--- src/rtl/picobus32_cmd_master_if.sv ---
// rtl/picobus32_cmd_master_if.sv - command/response streams and PicoBus32 signals of the command master
interface picobus32_cmd_master_if;
  logic        cmd_valid;
  logic        cmd_ready;
  logic        cmd_op;
  logic [31:0] cmd_addr;
  logic [31:0] cmd_data;
  logic        rsp_valid;
  logic        rsp_ready;
  logic [31:0] rsp_data;
  logic [31:0] PicoAddr;
  logic [31:0] PicoDataIn;
  logic        PicoRd;
  logic        PicoWr;
  logic [31:0] PicoDataOut;
  logic        busy;
  logic [15:0] wr_count;
  logic [15:0] rd_count;

  modport master (
    input  cmd_valid, cmd_op, cmd_addr, cmd_data, rsp_ready, PicoDataOut,
    output cmd_ready, rsp_valid, rsp_data, PicoAddr, PicoDataIn, PicoRd, PicoWr,
           busy, wr_count, rd_count
  );

  modport slave (
    output cmd_valid, cmd_op, cmd_addr, cmd_data, rsp_ready, PicoDataOut,
    input  cmd_ready, rsp_valid, rsp_data, PicoAddr, PicoDataIn, PicoRd, PicoWr,
           busy, wr_count, rd_count
  );
endinterface

--- src/rtl/picobus32_cmd_master.sv ---
// rtl/picobus32_cmd_master.sv - command-driven PicoBus32 master with buffered read responses
module picobus32_cmd_master #(
  parameter int RD_LATENCY = 1,
  parameter int RSP_DEPTH  = 4
) (
  input logic                    PicoClk,
  input logic                    PicoRst,
  picobus32_cmd_master_if.master bus
);
  localparam int AW = $clog2(RSP_DEPTH);
  localparam int CW = AW + 1;

  typedef enum logic [2:0] {IDLE, WR, RD, WAIT, CAP} state_t;

  state_t        state;
  logic [3:0]    wait_cnt;
  logic [31:0]   mem [RSP_DEPTH];
  logic [AW-1:0] wr_ptr;
  logic [AW-1:0] rd_ptr;
  logic [CW-1:0] count;
  logic          full;
  logic          empty;
  logic          push;
  logic          pop;

  assign full  = (count == CW'(RSP_DEPTH));
  assign empty = (count == '0);
  assign push  = (state == CAP);
  assign pop   = bus.rsp_ready && !empty;

  // Only accepting in IDLE with a free slot reserves room for the read in flight.
  assign bus.cmd_ready = !PicoRst && (state == IDLE) && !full;
  assign bus.rsp_valid = !empty;
  assign bus.rsp_data  = empty ? 32'd0 : mem[rd_ptr];
  assign bus.busy      = (state != IDLE);

  always_ff @(posedge PicoClk) begin
    if (PicoRst) begin
      state          <= IDLE;
      wait_cnt       <= '0;
      bus.PicoAddr   <= '0;
      bus.PicoDataIn <= '0;
      bus.PicoRd     <= 1'b0;
      bus.PicoWr     <= 1'b0;
      bus.wr_count   <= '0;
      bus.rd_count   <= '0;
      wr_ptr         <= '0;
      rd_ptr         <= '0;
      count          <= '0;
    end else begin
      bus.PicoAddr   <= '0;
      bus.PicoDataIn <= '0;
      bus.PicoRd     <= 1'b0;
      bus.PicoWr     <= 1'b0;
      case (state)
        IDLE: begin
          if (bus.cmd_valid && bus.cmd_ready) begin
            bus.PicoAddr <= bus.cmd_addr;
            if (bus.cmd_op) begin
              bus.PicoRd <= 1'b1;
              state      <= RD;
            end else begin
              bus.PicoWr     <= 1'b1;
              bus.PicoDataIn <= bus.cmd_data;
              state          <= WR;
            end
          end
        end
        WR: begin
          bus.wr_count <= bus.wr_count + 16'd1;
          state        <= IDLE;
        end
        RD: begin
          wait_cnt <= 4'(RD_LATENCY - 1);
          state    <= (RD_LATENCY == 1) ? CAP : WAIT;
        end
        WAIT: begin
          wait_cnt <= wait_cnt - 4'd1;
          if (wait_cnt == 4'd1) state <= CAP;
        end
        CAP: begin
          bus.rd_count <= bus.rd_count + 16'd1;
          state        <= IDLE;
        end
        default: state <= IDLE;
      endcase

      if (push) wr_ptr <= wr_ptr + 1'b1;
      if (pop)  rd_ptr <= rd_ptr + 1'b1;
      case ({push, pop})
        2'b10:   count <= count + 1'b1;
        2'b01:   count <= count - 1'b1;
        default: count <= count;
      endcase
    end
  end

  always_ff @(posedge PicoClk) begin
    if (push && !PicoRst) mem[wr_ptr] <= bus.PicoDataOut;
  end
endmodule

--- src/flat_wrapper.sv ---
// flat-port wrapper written by rule: the top's interface ports become plain ports
module picobus32_cmd_master_flat 
#(
  parameter int RD_LATENCY = 1,
  parameter int RSP_DEPTH  = 4
)
  (PicoClk, PicoRst, bus_cmd_valid, bus_cmd_op, bus_cmd_addr, bus_cmd_data, bus_rsp_ready, bus_PicoDataOut, bus_cmd_ready, bus_rsp_valid, bus_rsp_data, bus_PicoAddr, bus_PicoDataIn, bus_PicoRd, bus_PicoWr, bus_busy, bus_wr_count, bus_rd_count);
  picobus32_cmd_master_if bus_i ();
  input logic PicoClk;
  input logic PicoRst;
  input wire logic [$bits(bus_i.cmd_valid)-1:0] bus_cmd_valid;
  input wire logic [$bits(bus_i.cmd_op)-1:0] bus_cmd_op;
  input wire logic [$bits(bus_i.cmd_addr)-1:0] bus_cmd_addr;
  input wire logic [$bits(bus_i.cmd_data)-1:0] bus_cmd_data;
  input wire logic [$bits(bus_i.rsp_ready)-1:0] bus_rsp_ready;
  input wire logic [$bits(bus_i.PicoDataOut)-1:0] bus_PicoDataOut;
  output wire logic [$bits(bus_i.cmd_ready)-1:0] bus_cmd_ready;
  output wire logic [$bits(bus_i.rsp_valid)-1:0] bus_rsp_valid;
  output wire logic [$bits(bus_i.rsp_data)-1:0] bus_rsp_data;
  output wire logic [$bits(bus_i.PicoAddr)-1:0] bus_PicoAddr;
  output wire logic [$bits(bus_i.PicoDataIn)-1:0] bus_PicoDataIn;
  output wire logic [$bits(bus_i.PicoRd)-1:0] bus_PicoRd;
  output wire logic [$bits(bus_i.PicoWr)-1:0] bus_PicoWr;
  output wire logic [$bits(bus_i.busy)-1:0] bus_busy;
  output wire logic [$bits(bus_i.wr_count)-1:0] bus_wr_count;
  output wire logic [$bits(bus_i.rd_count)-1:0] bus_rd_count;
  assign bus_i.cmd_valid = bus_cmd_valid;
  assign bus_i.cmd_op = bus_cmd_op;
  assign bus_i.cmd_addr = bus_cmd_addr;
  assign bus_i.cmd_data = bus_cmd_data;
  assign bus_i.rsp_ready = bus_rsp_ready;
  assign bus_i.PicoDataOut = bus_PicoDataOut;
  assign bus_cmd_ready = bus_i.cmd_ready;
  assign bus_rsp_valid = bus_i.rsp_valid;
  assign bus_rsp_data = bus_i.rsp_data;
  assign bus_PicoAddr = bus_i.PicoAddr;
  assign bus_PicoDataIn = bus_i.PicoDataIn;
  assign bus_PicoRd = bus_i.PicoRd;
  assign bus_PicoWr = bus_i.PicoWr;
  assign bus_busy = bus_i.busy;
  assign bus_wr_count = bus_i.wr_count;
  assign bus_rd_count = bus_i.rd_count;
  picobus32_cmd_master #(.RD_LATENCY(RD_LATENCY), .RSP_DEPTH(RSP_DEPTH)) u_core (.PicoClk(PicoClk), .PicoRst(PicoRst), .bus(bus_i));
endmodule
--- config.mk ---
export PLATFORM = sky130hd
export DESIGN_NAME = picobus32_cmd_master_flat
export DESIGN_NICKNAME = d
export VERILOG_FILES = /design/src/rtl/picobus32_cmd_master_if.sv /design/src/rtl/picobus32_cmd_master.sv /design/src/flat_wrapper.sv
export SDC_FILE = /design/constraint.sdc
export NUM_CORES = 1
export LEC_CHECK = 0
export BUFFER_PORTS_ARGS = -buffer_cell sky130_fd_sc_hd__buf_4
export CAP_MARGIN = 10
export CORE_MARGIN = 2
export CORE_UTILIZATION = 43
export CTS_CLUSTER_DIAMETER = 50
export CTS_CLUSTER_SIZE = 8
export DETAILED_ROUTE_END_ITERATION = 6
export PLACE_DENSITY = 0.7
export SETUP_SLACK_MARGIN = 0.5
export SKIP_CTS_REPAIR_TIMING = 1
export SLEW_MARGIN = 30
export SYNTH_ARGS = -nofsm -noshare
export SYNTH_HDL_FRONTEND = slang
export SYNTH_SLANG_ARGS = --single-unit
--- constraint.sdc ---
create_clock -name PicoClk -period 2.5 [get_ports PicoClk]
set_input_delay 0.25 -clock PicoClk [delete_from_list [all_inputs] [get_ports PicoClk]]
set_output_delay 0.25 -clock PicoClk [all_outputs]
set_load 0.005 [all_outputs]
==> flow_summary.toml <==
[run_status]
status = "finished, final reports clean"

[final_layout]
mostFrequentLayoutCell = "buf_4"
final_cell_mix = "buf_4 (241), edfxtp_1 (128), dfxtp_1 (108)"
syn_to_final_growth_pct = 47.9
layout-drive-gt1-share_pct = 35.6
diodes = 0
final_nets = 1073
fin_area_sq_um = 13100
stdcell_count = 1247

[sta]
worst_hold_slack_ns = 0.177
hold_viol = 0
fmax_ghz = 0.473
finalCriticalPeriod_ns = 2.12
tns_ns = 0
fin_worst_skew_ns = 0.00947
rsz0062_at_grt = "true"
slew_headroom_pct = 65.3
final_max_slew_viol_count = 0
tightestPinTransition_ns = 0.520
setup_viol = 0
finalCritPeriodShare_pct = 84.6

[yosys]
synth_fp_nets = 714
synth_area_leader_cell = "edfxtp_1"
syn_avg_cell_area_sq_um = 14.6
async_flop_share_pct = 0
synth_edf_count = 128
synth_area_leaders = "edfxtp_1 (44%), dfxtp_1 (26%), mux4_2 (8.2%)"
seq_area_frac_synth_pct = 69.4
yosysTopAreaCellShare_pct = 43.5
yosysWarnings = 0
synth_area_sq_um = 8830
synth_seq_cells = 242
netlist_instances = 603
synth_flop_cell = "edfxtp_1"
ys_types = 37

[placed_design]
port_buffers = 233
routabilityCongestion = 0.754
postPlaceCellArea_sq_um = 11000
dp_hpwl_um = 11600
dp_cells = 1091

[routing]
drt_pass1_iterations = 4
via_per_inst = 4.75
antenna_left = 0
wl_um = 19800
num_vias = 5925
met2_length_um = 9900
route.met3.wl_um = 1350
met1_length_um = 8250
top_layer = "met4"
avgRoutedWirePerCell_um = 15.9
remaining_drc_errors = 0
drtIter0Drc = 205

[floorplanning]
die_area_sq_um = 21700
start_util_pct = 43.8
ios = 234
die_y_um = 147
core_region_area_sq_um = 20200
rows = 52
die_w_um = 147

[global_route]
grt_pass1_wl_um = 28800
antenna_found_initial = 0
overflow = 0
grt_pass1_vias = 5715
grt_usage_pct = 16.7
grt_max_degree = 50

[worst_setup_path]
worstPathArrival_ns = 1.87
reg2reg_depth = 8
path_class = "flop to output pin"
cp-end-kind = "output pin"
max_stage_delay_ns = 0.51
critPathSlowestCell = "mux4_2"
crit_required_ns = 2.25
crit_fanout = 13
crit_path_cell_trace = "buf_12 > mux4_2 > and2_1 > buf_4"
startpoint_type = "flop"

[clocking]
htreeDepth = 2
cts_sinks = 242
cts_tree = "yes"
cts_root_buf = "clkbuf_16"
ctsLongestPathBuffers = 3
clk_latency_ns = 0.49
clkTransAtPathRegs_ns = 0.05
cts_buffers = 37

[power]
max-vdd-ir-drop_uv = 470
power.leakage_nw = 5.05
powerDensity_nw_per_um2 = 716
power.total_w = 0.00935

[run]
cap_viol_max_count = 0

[worst_hold_path]
hp-class = "input pin to flop"
hold_depth = 4
[metal layers]
metal	vias to the layer above	track usage [%]
met3	27	5.62
met1	2849	21.0
li1	2872	-
met2	177	27.5
met5	-	0
met4	0	5.00
[cell usage after synthesis, drive strengths merged (3+ instances only)]
master / n
nand4: 9
edfxtp: 128
nor4: 6
nor3b: 5
clkbuf: 14
nand2b: 3
buf: 12
o21ai: 7
nand2: 23
mux4: 32
a21oi: 19
dfxtp: 114
or2: 3
xor2: 7
or4: 5
inv: 12
nor2: 32
ha: 9
and2: 103
xnor2: 18
nand3: 7
o31ai: 5
or3: 11
nor3: 10
[cell type report]
| type | instances | area, sq um |
|---|---|---|
| clock buffer | 51 | 1010 |
| clock inverter | 3 | 25.0 |
| fill | 1523 | 7110 |
| inverter | 12 | 45.0 |
| multi-input combinational | 323 | 2580 |
| sequential | 242 | 6140 |
| tap | 270 | 338 |
| timing repair buffer | 346 | 2920 |
[cell families (layout without fill, tap and decap cells)]
logic type	count (synthesis)	in the layout	share of synthesized area, %
buf+inv	38	412	1.79
flops	242	242	69.4
xor+xnor	25	25	2.48
mux	32	32	8.16
fa+ha+maj	10	10	1.50
compound gates	32	32	1.98
simple gates	224	224	14.7
[through the flow]
stage,setup WS [ns],util (%)
after global placement,0.528,54.4
after global routing,0.302,64.7
after floorplan,0.479,-
final,0.384,64.7
after detailed placement,0.469,54.4
after CTS,0.0759,59.5
[sequential cells by signal, indices dropped and copies added (netlist names), named ones only]
register,flops
u_core.wait_cnt,4
u_core.bus.PicoAddr,32
u_core.count,3
u_core.bus.rd_count,16
u_core.mem,128
u_core.bus.wr_count,16
u_core.wr_ptr,2
u_core.bus.PicoWr,1
u_core.state,3
u_core.bus.PicoRd,1
u_core.rd_ptr,2
u_core.bus.PicoDataIn,32
[where the power goes]
group | leakage (nW) | switching [W] | internal (W)
registers | 2.08 | 0.0000292 | 0.00425
logic | 2.47 | 0.000265 | 0.000456
clock network | 0.500 | 0.00158 | 0.00276
[final timing paths]
check | startpoint | end | slack, ns
worst max register to register | u_core.count[1] | u_core.count[2] | 0.62
worst max-delay path | flop | bus_rsp_data[25] | 0.38
worst min register to register | u_core.bus.wr_count[15] | u_core.bus.wr_count[15] | 0.49
worst min-delay path | bus_rsp_ready | flop | 0.18
[critical path: cells and delay by family, from the launching register on]
family | cells | cell delay (ns)
muxes | 1 | 0.51
DFF | 1 | 0.38
buffers and inverters | 2 | 0.30
and+or+nand+nor | 1 | 0.17
Note: power is estimated with default switching activity, not from simulation.
